File: src/rtl/seg_scan_controller.sv
// Time-multiplexed seven-segment scan controller: walks an active-low anode bus
// across the digits with a blanking gap per slot, blinking and frame-synchronous loads.
module seg_scan_controller #(
   parameter int NUM_DIGITS   = 4,
   parameter int REFRESH_DIV  = 50000,
   parameter int GAP_CYCLES   = 500,
   parameter int BLINK_FRAMES = 64
) (
   input  logic                    clk,
   input  logic                    rst_n,
   input  logic                    load_valid,
   input  logic [5*NUM_DIGITS-1:0] load_data,
   output logic                    load_ready,
   input  logic                    blink_en,
   input  logic [NUM_DIGITS-1:0]   blink_mask,
   output logic [4:0]              digit_code,
   output logic [NUM_DIGITS-1:0]   anode_n,
   output logic                    frame_done
);

   localparam int CW = (REFRESH_DIV > 1) ? $clog2(REFRESH_DIV) : 1;
   localparam int KW = $clog2(NUM_DIGITS);
   localparam int FW = (BLINK_FRAMES > 1) ? $clog2(BLINK_FRAMES) : 1;
   localparam logic [CW-1:0] C_LAST = CW'(REFRESH_DIV - 1);
   localparam logic [CW-1:0] C_GAP  = CW'(GAP_CYCLES);
   localparam logic [KW-1:0] K_LAST = KW'(NUM_DIGITS - 1);
   localparam logic [FW-1:0] F_LAST = FW'(BLINK_FRAMES - 1);
   localparam logic [4:0]    BLANK  = 5'd23;

   typedef enum logic {ST_GAP = 1'b0, ST_SHOW = 1'b1} slot_state_t;

   slot_state_t             state_r;
   slot_state_t             state_next_s;
   logic [CW-1:0]           c_r;
   logic [CW-1:0]           c_next_s;
   logic [KW-1:0]           k_r;
   logic [KW-1:0]           k_next_s;
   logic [FW-1:0]           fcnt_r;
   logic                    phase_r;
   logic [4:0]              active_r      [NUM_DIGITS];
   logic [4:0]              active_next_s [NUM_DIGITS];
   logic [4:0]              pending_r     [NUM_DIGITS];
   logic                    pend_r;
   logic                    pend_next_s;
   logic                    boundary_s;
   logic                    transfer_s;
   logic [4:0]              code_next_s;
   logic [4:0]              code_r;
   logic [NUM_DIGITS-1:0]   anode_r;
   logic                    frame_done_r;
   logic                    ready_r;

   // Next-state logic: slot counters, slot FSM, commit of the pending set and next code
   always_comb begin
      boundary_s   = (c_r == C_LAST) && (k_r == K_LAST);
      transfer_s   = load_valid && !pend_r;
      c_next_s     = '0;
      k_next_s     = k_r;
      state_next_s = state_r;
      pend_next_s  = pend_r;
      code_next_s  = BLANK;
      if (c_r == C_LAST) begin
         c_next_s = '0;
         k_next_s = (k_r == K_LAST) ? '0 : k_r + KW'(1);
      end else begin
         c_next_s = c_r + CW'(1);
         k_next_s = k_r;
      end
      case (state_r)
         ST_GAP:  state_next_s = (c_next_s >= C_GAP) ? ST_SHOW : ST_GAP;
         ST_SHOW: state_next_s = (c_next_s < C_GAP) ? ST_GAP : ST_SHOW;
         default: state_next_s = ST_GAP;
      endcase
      // A boundary commit always wins; a transfer is impossible while pend_r is set
      if (boundary_s && pend_r) begin
         pend_next_s = 1'b0;
      end else if (transfer_s) begin
         pend_next_s = 1'b1;
      end else begin
         pend_next_s = pend_r;
      end
      for (int i = 0; i < NUM_DIGITS; i++) begin
         active_next_s[i] = (boundary_s && pend_r) ? pending_r[i] : active_r[i];
      end
      code_next_s = active_next_s[k_next_s];
   end

   // Slot FSM, handshake, blink timing and registered outputs
   always_ff @(posedge clk) begin
      if (!rst_n) begin
         state_r      <= (GAP_CYCLES == 0) ? ST_SHOW : ST_GAP;
         c_r          <= '0;
         k_r          <= '0;
         fcnt_r       <= '0;
         phase_r      <= 1'b0;
         pend_r       <= 1'b0;
         ready_r      <= 1'b1;
         code_r       <= BLANK;
         anode_r      <= {NUM_DIGITS{1'b1}};
         frame_done_r <= 1'b0;
         for (int i = 0; i < NUM_DIGITS; i++) begin
            active_r[i]  <= BLANK;
            pending_r[i] <= 5'd0;
         end
      end else begin
         state_r      <= state_next_s;
         c_r          <= c_next_s;
         k_r          <= k_next_s;
         pend_r       <= pend_next_s;
         ready_r      <= !pend_next_s;
         code_r       <= code_next_s;
         frame_done_r <= (c_next_s == C_LAST) && (k_next_s == K_LAST);
         case (state_next_s)
            ST_GAP:  anode_r <= {NUM_DIGITS{1'b1}};
            ST_SHOW: anode_r <= ~(NUM_DIGITS'(1) << k_next_s);
            default: anode_r <= {NUM_DIGITS{1'b1}};
         endcase
         for (int i = 0; i < NUM_DIGITS; i++) begin
            active_r[i] <= active_next_s[i];
            if (transfer_s) begin
               pending_r[i] <= load_data[5*i +: 5];
            end else begin
               pending_r[i] <= pending_r[i];
            end
         end
         if (!blink_en) begin
            fcnt_r  <= '0;
            phase_r <= 1'b0;
         end else if (boundary_s) begin
            if (fcnt_r == F_LAST) begin
               fcnt_r  <= '0;
               phase_r <= !phase_r;
            end else begin
               fcnt_r  <= fcnt_r + FW'(1);
               phase_r <= phase_r;
            end
         end else begin
            fcnt_r  <= fcnt_r;
            phase_r <= phase_r;
         end
      end
   end

   // The mask acts in the same cycle, so it gates the registered code directly
   assign digit_code = (phase_r && blink_mask[k_r]) ? BLANK : code_r;
   assign anode_n    = anode_r;
   assign frame_done = frame_done_r;
   assign load_ready = ready_r;

endmodule

File: config.mk
export PLATFORM = sky130hd
export DESIGN_NAME = seg_scan_controller
export DESIGN_NICKNAME = d
export VERILOG_FILES = /design/src/rtl/seg_scan_controller.sv
export SDC_FILE = /design/constraint.sdc
export NUM_CORES = 1
export LEC_CHECK = 0
export ABC_AREA = 1
export CAP_MARGIN = 20
export CORE_ASPECT_RATIO = 1.25
export CORE_MARGIN = 2
export CORE_UTILIZATION = 25
export CTS_CLUSTER_SIZE = 28
export DETAILED_ROUTE_END_ITERATION = 10
export GPL_ROUTABILITY_DRIVEN = 0
export GPL_TIMING_DRIVEN = 0
export PLACE_DENSITY_LB_ADDON = 0.1
export SETUP_SLACK_MARGIN = 0.4
export SLEW_MARGIN = 20
export SYNTH_ARGS = -nofsm -noshare
export SYNTH_HDL_FRONTEND = slang
export SYNTH_SLANG_ARGS = --single-unit
File: constraint.sdc
create_clock -name clk -period 2.1 [get_ports clk]
set_clock_uncertainty 0.05 [all_clocks]
set_input_delay 0.315 -clock clk [delete_from_list [all_inputs] [get_ports clk]]
set_output_delay 0.315 -clock clk [all_outputs]
set_load 0.05 [all_outputs]
Word level (Yosys, flattened, before mapping)

Memory sizes are Yosys's and may differ from the RTL's.
Index checks and enable logic that the tools add are counted.

Flip-flop bits (word level): 38
Memories: 2
Word-level logic and storage cells: 91
Bits in writable memories: 40

Memories:

| name      | depth | bits a word | read ports | clocked after memory_dff | write ports | line | source |
|---|---|---|---|---|---|---|---|
| active_r  | 4     | 5           | 4          | 0                        | 4           | 40   | `logic [4:0] active_r [NUM_DIGITS];` |
| pending_r | 4     | 5           | 4          | 0                        | 4           | 42   | `logic [4:0] pending_r [NUM_DIGITS];` |

Bitwise gates (word level): 16
Muxes and demuxes: 40
Reduce and logical (&&, ||, !) cells: 10
Shifts and indexed selects: 1
Add/sub/neg operators: 3
Equality and inequality tests: 5
Magnitude comparators: 4

Operators by type and width:

| kind                                                                | count |
|---|---|
| two-way mux 5 bit                                                   | 19 |
| equality test 16 bit (second input constant)                        | 2 |
| adder 16 x 1 -> 16 bit (second input constant)                      | 1 |
| greater-or-equal comparator 16 x 9 -> 1 bit (second input constant) | 1 |
| < comparator 16 x 9 -> 1 bit (second input constant)                | 1 |
| two-way mux 16 bit                                                  | 1 |
| two-way mux 1 bit                                                   | 13 |
| bitwise OR 1 bit                                                    | 12 |
| binary-select mux 5 bit (select 2 bit)                              | 1 |
| one-hot mux 4 bit (2 select lines)                                  | 1 |
| adder 6 x 1 -> 6 bit (second input constant)                        | 1 |
| equality test 6 bit (second input constant)                         | 1 |
| two-way mux 6 bit                                                   | 1 |
| logical AND 1 bit                                                   | 5 |
| equality test 2 bit (second input constant)                         | 2 |
| two-way mux 2 bit                                                   | 2 |
| NOT 4 bit                                                           | 1 |
| AND reduction 2 bit                                                 | 2 |
| << shifter 1 x 2 -> 4 bit (first input constant)                    | 1 |
| greater-or-equal comparator 3 bit (second input constant)           | 1 |
| logical NOT 1 bit                                                   | 3 |
| < comparator 2 x 3 -> 1 bit (second input constant)                 | 1 |
| NOT 2 -> 3 bit                                                      | 1 |
| adder 2 x 1 -> 2 bit (second input constant)                        | 1 |
| other kinds (3)                                                     | 4 |

Logic depth before layout (Yosys ltp)

Word-level depth: 7
Gate-level depth with buffers: 13
Depth with buffers taken out: 12

Worst setup path after synthesis

OpenSTA, ideal clock, no wires.

Path type: register -> output
Start point: register k_r[0]
End point: output digit_code[3]
Arrival: 1798 ps
Path slack: -63 ps
Stages on the path, launching flop included: 5
Data required time: 1735 ps
Path buffers: 0
Path through: dfxtp_1 -> inv_1 -> o21ai_0 -> o22ai_1 -> a21boi_0

Longest elaborated chain between the ends: 4

RTL lines:

| what                                    | line | source |
|---|---|---|
| start: declaration                      | 36   | `logic [KW-1:0] k_r;` |
| start signal: assignment                | 108  | `k_r <= k_next_s;` |
| binary-select mux 1 bit (select 2 bit)  | 145  | `assign digit_code = (phase_r && blink_mask[k_r]) ? BLANK : code_r;` |
| two-way mux 1 bit (not written as such) | 145  |  |
| logical AND 1 bit                       | 145  |  |
| two-way mux 5 bit                       | 145  |  |
| end: declaration                        | 16   | `output logic [4:0] digit_code,` |

No other way between the ends. The select of a mux whose other input is x is not followed.

Final worst setup path

Start point: register c_r[0]
End point: register code_r[3]

Longest elaborated chain between the ends: 7
Elaborated cells between the ends (all ways): 12
Classes of those cells: eq/ne (1); mux (8); bitwise (1); reduce/logical (2)

RTL lines:

| what                                                    | line   | source |
|---|---|---|
| start: declaration                                      | 34     | `logic [CW-1:0] c_r;` |
| start signal: assignment                                | 107    | `c_r <= c_next_s;` |
| equality test 16 bit *                                  | 55, 62 |  |
| logical AND 1 bit                                       | 55     | `boundary_s = (c_r == C_LAST) && (k_r == K_LAST);` |
| logical AND 1 bit                                       | 83     | `active_next_s[i] = (boundary_s && pend_r) ? pending_r[i] : active_r[i];` |
| two-way mux 5 bit                                       | 83     |  |
| binary-select mux 5 bit (select 2 bit) *                | 85     | `code_next_s = active_next_s[k_next_s];` |
| two-way mux 5 bit (not written as such) * (2 in series) | 85     |  |
| end signal: assignment                                  | 111    | `code_r <= code_next_s;` |
| end: declaration                                        | 48     | `logic [4:0] code_r;` |

Mark *: on every way between the ends. The rest lies on a longest branch, timed or not. The select of a mux whose other input is x is not followed.
A chain may end at the register's enable or synchronous reset.

==> run_results.csv <==
group,metric,value,unit
yosys,synth_mux_area_share,0,%
finish,layout.nets,589,
yosys,synth_xor_area_share,1.688,%
clocking,clk_pin_slew,0.06,ns
pwr,power_density,675.0,nW/um2
critical_path,cp.required,2.32,ns
pwr,swShare,20.66,%
yosys,avgSynthCellArea,7.383,um2
run_status,status,"complete, no violations",
detailed_routing,route.detailed.wl_per_inst,13.30,um
detailed_routing,via_per_inst,4.347,
finish,drive_gt1_share,22.24,%
sta,slew_violations,0,
yosys,synth_top_family_by_area,"simple AND/OR/NAND/NOR gates",
global_routing,grt_pass1_wl,15840,um
floorplan,ioPinCount,39,
global_routing,track_usage,13.10,%
detailed_routing,vias,3217,
pwr,p_switching,700.1,uW
clocking,htreeDepth,3,
critical_path,cpPeakStageDelay,0.37,ns
yosys,syn_area,3632,um2
yosys,seq_area_frac_synth,47.95,%
clocking,clockBufferDepth,2,
pwr,combPwrFrac,4.4,%
clocking,ctsHoldBuffers,0,
detailed_routing,drt-total-wl,9844,um
floorplan,die_h,138.8,um
floorplan,dieArea,15520,um2
floorplan,rows,49,
critical_path,path_cells,"ha_4 -> nand3_4 -> nor2_4 -> nand2_4 -> nand2_2 -> nand2_4 -> nor2_4 -> nand2_1 -> nand2_1 -> nor2_1 -> nor2_1",
critical_path,crit_arrival,2.04,ns
global_routing,grt_max_degree,21,
yosys,synth_simple_gate_area_share,35.51,%
sta,tightest_slew,0.6115,ns
finish,layout.cells.non_filler,740,
finish,fin_util,35.15,%
finish,antenna_cells,0,
sta,finalCritPeriodShare,86.95,%
global_routing,antenna_found_initial,0,
clocking,cts_tree,"yes",
place,dp.cells,707,
critical_path,cp_top_family,"simple AND/OR/NAND/NOR gates",
hold_path,hold_class,"primary input to flip-flop",
critical_path,worstPathMaxFanout,6,
detailed_routing,drc,0,
critical_path,crit_type,"flip-flop to flip-flop",
clocking,cts.sinks,77,
sta,max_freq,547.6,MHz
yosys,synth_compound_area_share,4.960,%
clocking,clkLatencyLatePin,0.34,ns
detailed_routing,drt_first_iter_violations,110,
yosys,ys_ff_latch,77,
detailed_routing,drtAntennaViolNets,0,
yosys,syn_inst,492,
detailed_routing,first_pass_iters,5,
hold_path,hold_end,"load_ready$_SDFF_PN1_",
yosys,ys_types,33,
pwr,ir_worst_vdd,383.3,uV
sta,period_minus_slack,1.826,ns
yosys,yosys_warnings,0,
critical_path,worstSetupPathDepth,11,
pwr,p_leak,2.175,nW
hold_path,hold_start,"rst_n",
place,place_hpwl,6954,um
floorplan,chipWidth,111.8,um
flow_run,maxCapViolCount,0,
sta,hold_violations,0,
critical_path,cp_num_buf_inv,0,
yosys,syn-num-nets,524,
critical_path,start_kind,"flip-flop",
clocking,cts_buffers,9,
pwr,p_clk_share,48.8,%
critical_path,crit_slowest_cell,"dfxtp_4",
critical_path,r2r_slack,0.27,ns
finish,area_delta_synth_final,38.24,%
sta,setup_viol,0,
floorplan,coreArea,14290,um2
hold_path,holdPathStages,2,
critical_path,r2r-end,"code_r[3]$_SDFF_PN0_",
yosys,synth-adder-area-share,1.378,%
global_routing,grt_overflow_total,0,
critical_path,rr_startpoint,"c_r[0]$_SDFF_PN0_",
floorplan,start_util,25.43,%
critical_path,r2r_cells,11,
pwr,seq_power_share,46.7,%
sta,slew_headroom,59.23,%
place,portBuffers,37,
sta,rsz0062_at_grt,"yes",
critical_path,crit_path_end_kind,"flip-flop",
clocking,clock_tree.root_cell,"clkbuf_16",
global_routing,first_global_vias,3246,
pwr,intPower,2.689,mW
-- synthesized netlist by cell type --
cell type | count | area, um2
edfxtp_1 | 20 | 600.6
xor2_1 | 7 | 61.31
o21ai_1 | 9 | 45.04
nand4_1 | 8 | 50.05
o21ai_2 | 1 | 8.760
ha_1 | 4 | 50.05
inv_1 | 67 | 251.5
a21boi_0 | 1 | 7.510
nand3_2 | 2 | 20.02
o22ai_1 | 1 | 6.260
nand2_1 | 145 | 544.3
nand2_2 | 5 | 31.28
nand4_2 | 1 | 12.51
nand3_1 | 34 | 170.2
buf_1 | 3 | 11.26
clkinv_2 | 1 | 5.000
a21oi_1 | 13 | 65.06
nor2_1 | 70 | 262.8
nand3b_1 | 3 | 22.52
or2_1 | 4 | 25.02
buf_2 | 3 | 15.01
nand2_4 | 1 | 11.26
nor3_1 | 6 | 30.03
o21ai_0 | 5 | 25.02
o211ai_1 | 1 | 7.510
dfxtp_1 | 57 | 1141
nor4_1 | 1 | 6.260
nor2_4 | 7 | 78.83
inv_2 | 2 | 7.510
clkbuf_1 | 3 | 11.26
o21bai_1 | 2 | 15.01
buf_4 | 1 | 7.510
nor2_2 | 4 | 25.02
-- layout by cell type (no fill, tap or decap), types with 3 or more instances in the layout --
master           instances
buf_6                    6
nand2_4                  8
nor2_2                   7
nand3_1                 27
nor2_4                  14
buf_4                   13
dfxtp_4                  4
xor2_1                   6
nor2_1                  60
o21ai_2                  7
dlygate4sd2_1            8
dfxtp_2                 12
o21ai_0                  3
dfxtp_1                 41
nand2_1                132
or2_1                    4
buf_8                    4
clkdlybuf4s50_1         23
nand3_2                  7
clkinv_1                 3
inv_1                   65
a21oi_1                 13
edfxtp_1                20
inv_4                    3
clkbuf_16                9
nand3b_1                 3
nand4_1                  8
buf_1                    3
nor3_1                   5
o21ai_1                  4
clkbuf_1                 3
nand2_2                 11
-- kinds of logic (layout without fill, tap and decap cells) --
kind of cell               count (synthesis)  after routing
adders and majority gates                  4              4
and+or+nand+nor                          291            292
buffers and inverters                     80            149
xor gates and xnor gates                   7              7
AOI/OAI and AO/OA                         33             33
DFF                                       77             77
-- worst reg2reg max path: cells and delay by family (launching register included) --
family | cells | cell delay, ns
DFF | 1 | 0.37
adders and majority gates | 1 | 0.16
and+or+nand+nor | 10 | 1.17
-- routing by layer --
metal / vias to the layer above / wire [um] / part of all wire, % / global-route usage (%)
met3: 25 / 332 / 3.4 / 2.710
met1: 1463 / 4174 / 42 / 14.43
met4: 0 / 348 / 3.5 / 7.537
met5: - / 0 / 0 / 0
met2: 56 / 4989 / 51 / 23.19
li1: 1673 / - / - / -
-- how the worst max path moves through the flow --
stage                       start                      to
4_1_cts         k_r[1]$_SDFF_PN0_           digit_code[4]
5_1_grt        c_r[15]$_SDFF_PN0_    code_r[1]$_SDFF_PN1_
3_3_place_gp        blink_mask[2]           digit_code[4]
2_1_floorplan   c_r[0]$_SDFF_PN0_  fcnt_r[3]$_SDFFE_PN0P_
6_report        c_r[0]$_SDFF_PN0_    code_r[3]$_SDFF_PN0_
3_5_place_dp        blink_mask[2]           digit_code[4]
-- stage by stage --
step           hold slack, ns  setup TNS [ns]  area [um2]  power, mW  setup slack, ns
2_1_floorplan          0.3874               0        3636      1.672           0.4354
5_1_grt                0.3140               0        5021      3.526           0.1700
6_report               0.2882               0        5021      3.389           0.2740
3_3_place_gp           0.3983          -5.500        4229      1.755          -0.5926
4_1_cts                0.2945               0        4908      3.455           0.2168
3_5_place_dp           0.4004          -6.139        4229      1.756          -0.5826
-- what timing repair did --
item                                    CTS  global route
endpoints found under the setup margin   68            52
cloned                                    1             0
setup buffers                            14             2
pin swaps                                19            10
gates resized for setup                 120            26
-- sequential cells by signal, summed over array words and instances (netlist names) --
signal and count:
frame_done 1, phase_r 1, anode_n 4, k_r 2, c_r 16, load_ready 1, code_r 5, active_r 20
pend_r 1, fcnt_r 6, pending_r 20
-- area by class of cell --
| class | count | area [um2] |
|---|---|---|
| Fill cell | 1508 | 9264 |
| Multi-Input combinational cell | 336 | 1871 |
| Sequential cell | 77 | 1772 |
| Timing Repair Buffer | 53 | 511.7 |
| Inverter | 70 | 270.3 |
| Clock buffer | 10 | 239.0 |
| Tap cell | 178 | 222.7 |
| Clock inverter | 6 | 76.32 |
| Buffer | 10 | 58.81 |
-- power by group through the flow --
stage / clock (mW) / sequential, mW / combinational, mW
finish: 1.66 / 1.58 / 0.151
floorplan: 0 / 1.61 / 0.0586
global placement: 0 / 1.62 / 0.140
CTS: 1.72 / 1.58 / 0.152
global route: 1.77 / 1.59 / 0.168
detailed placement: 0 / 1.62 / 0.140
Power figures use the tool's default switching activity.
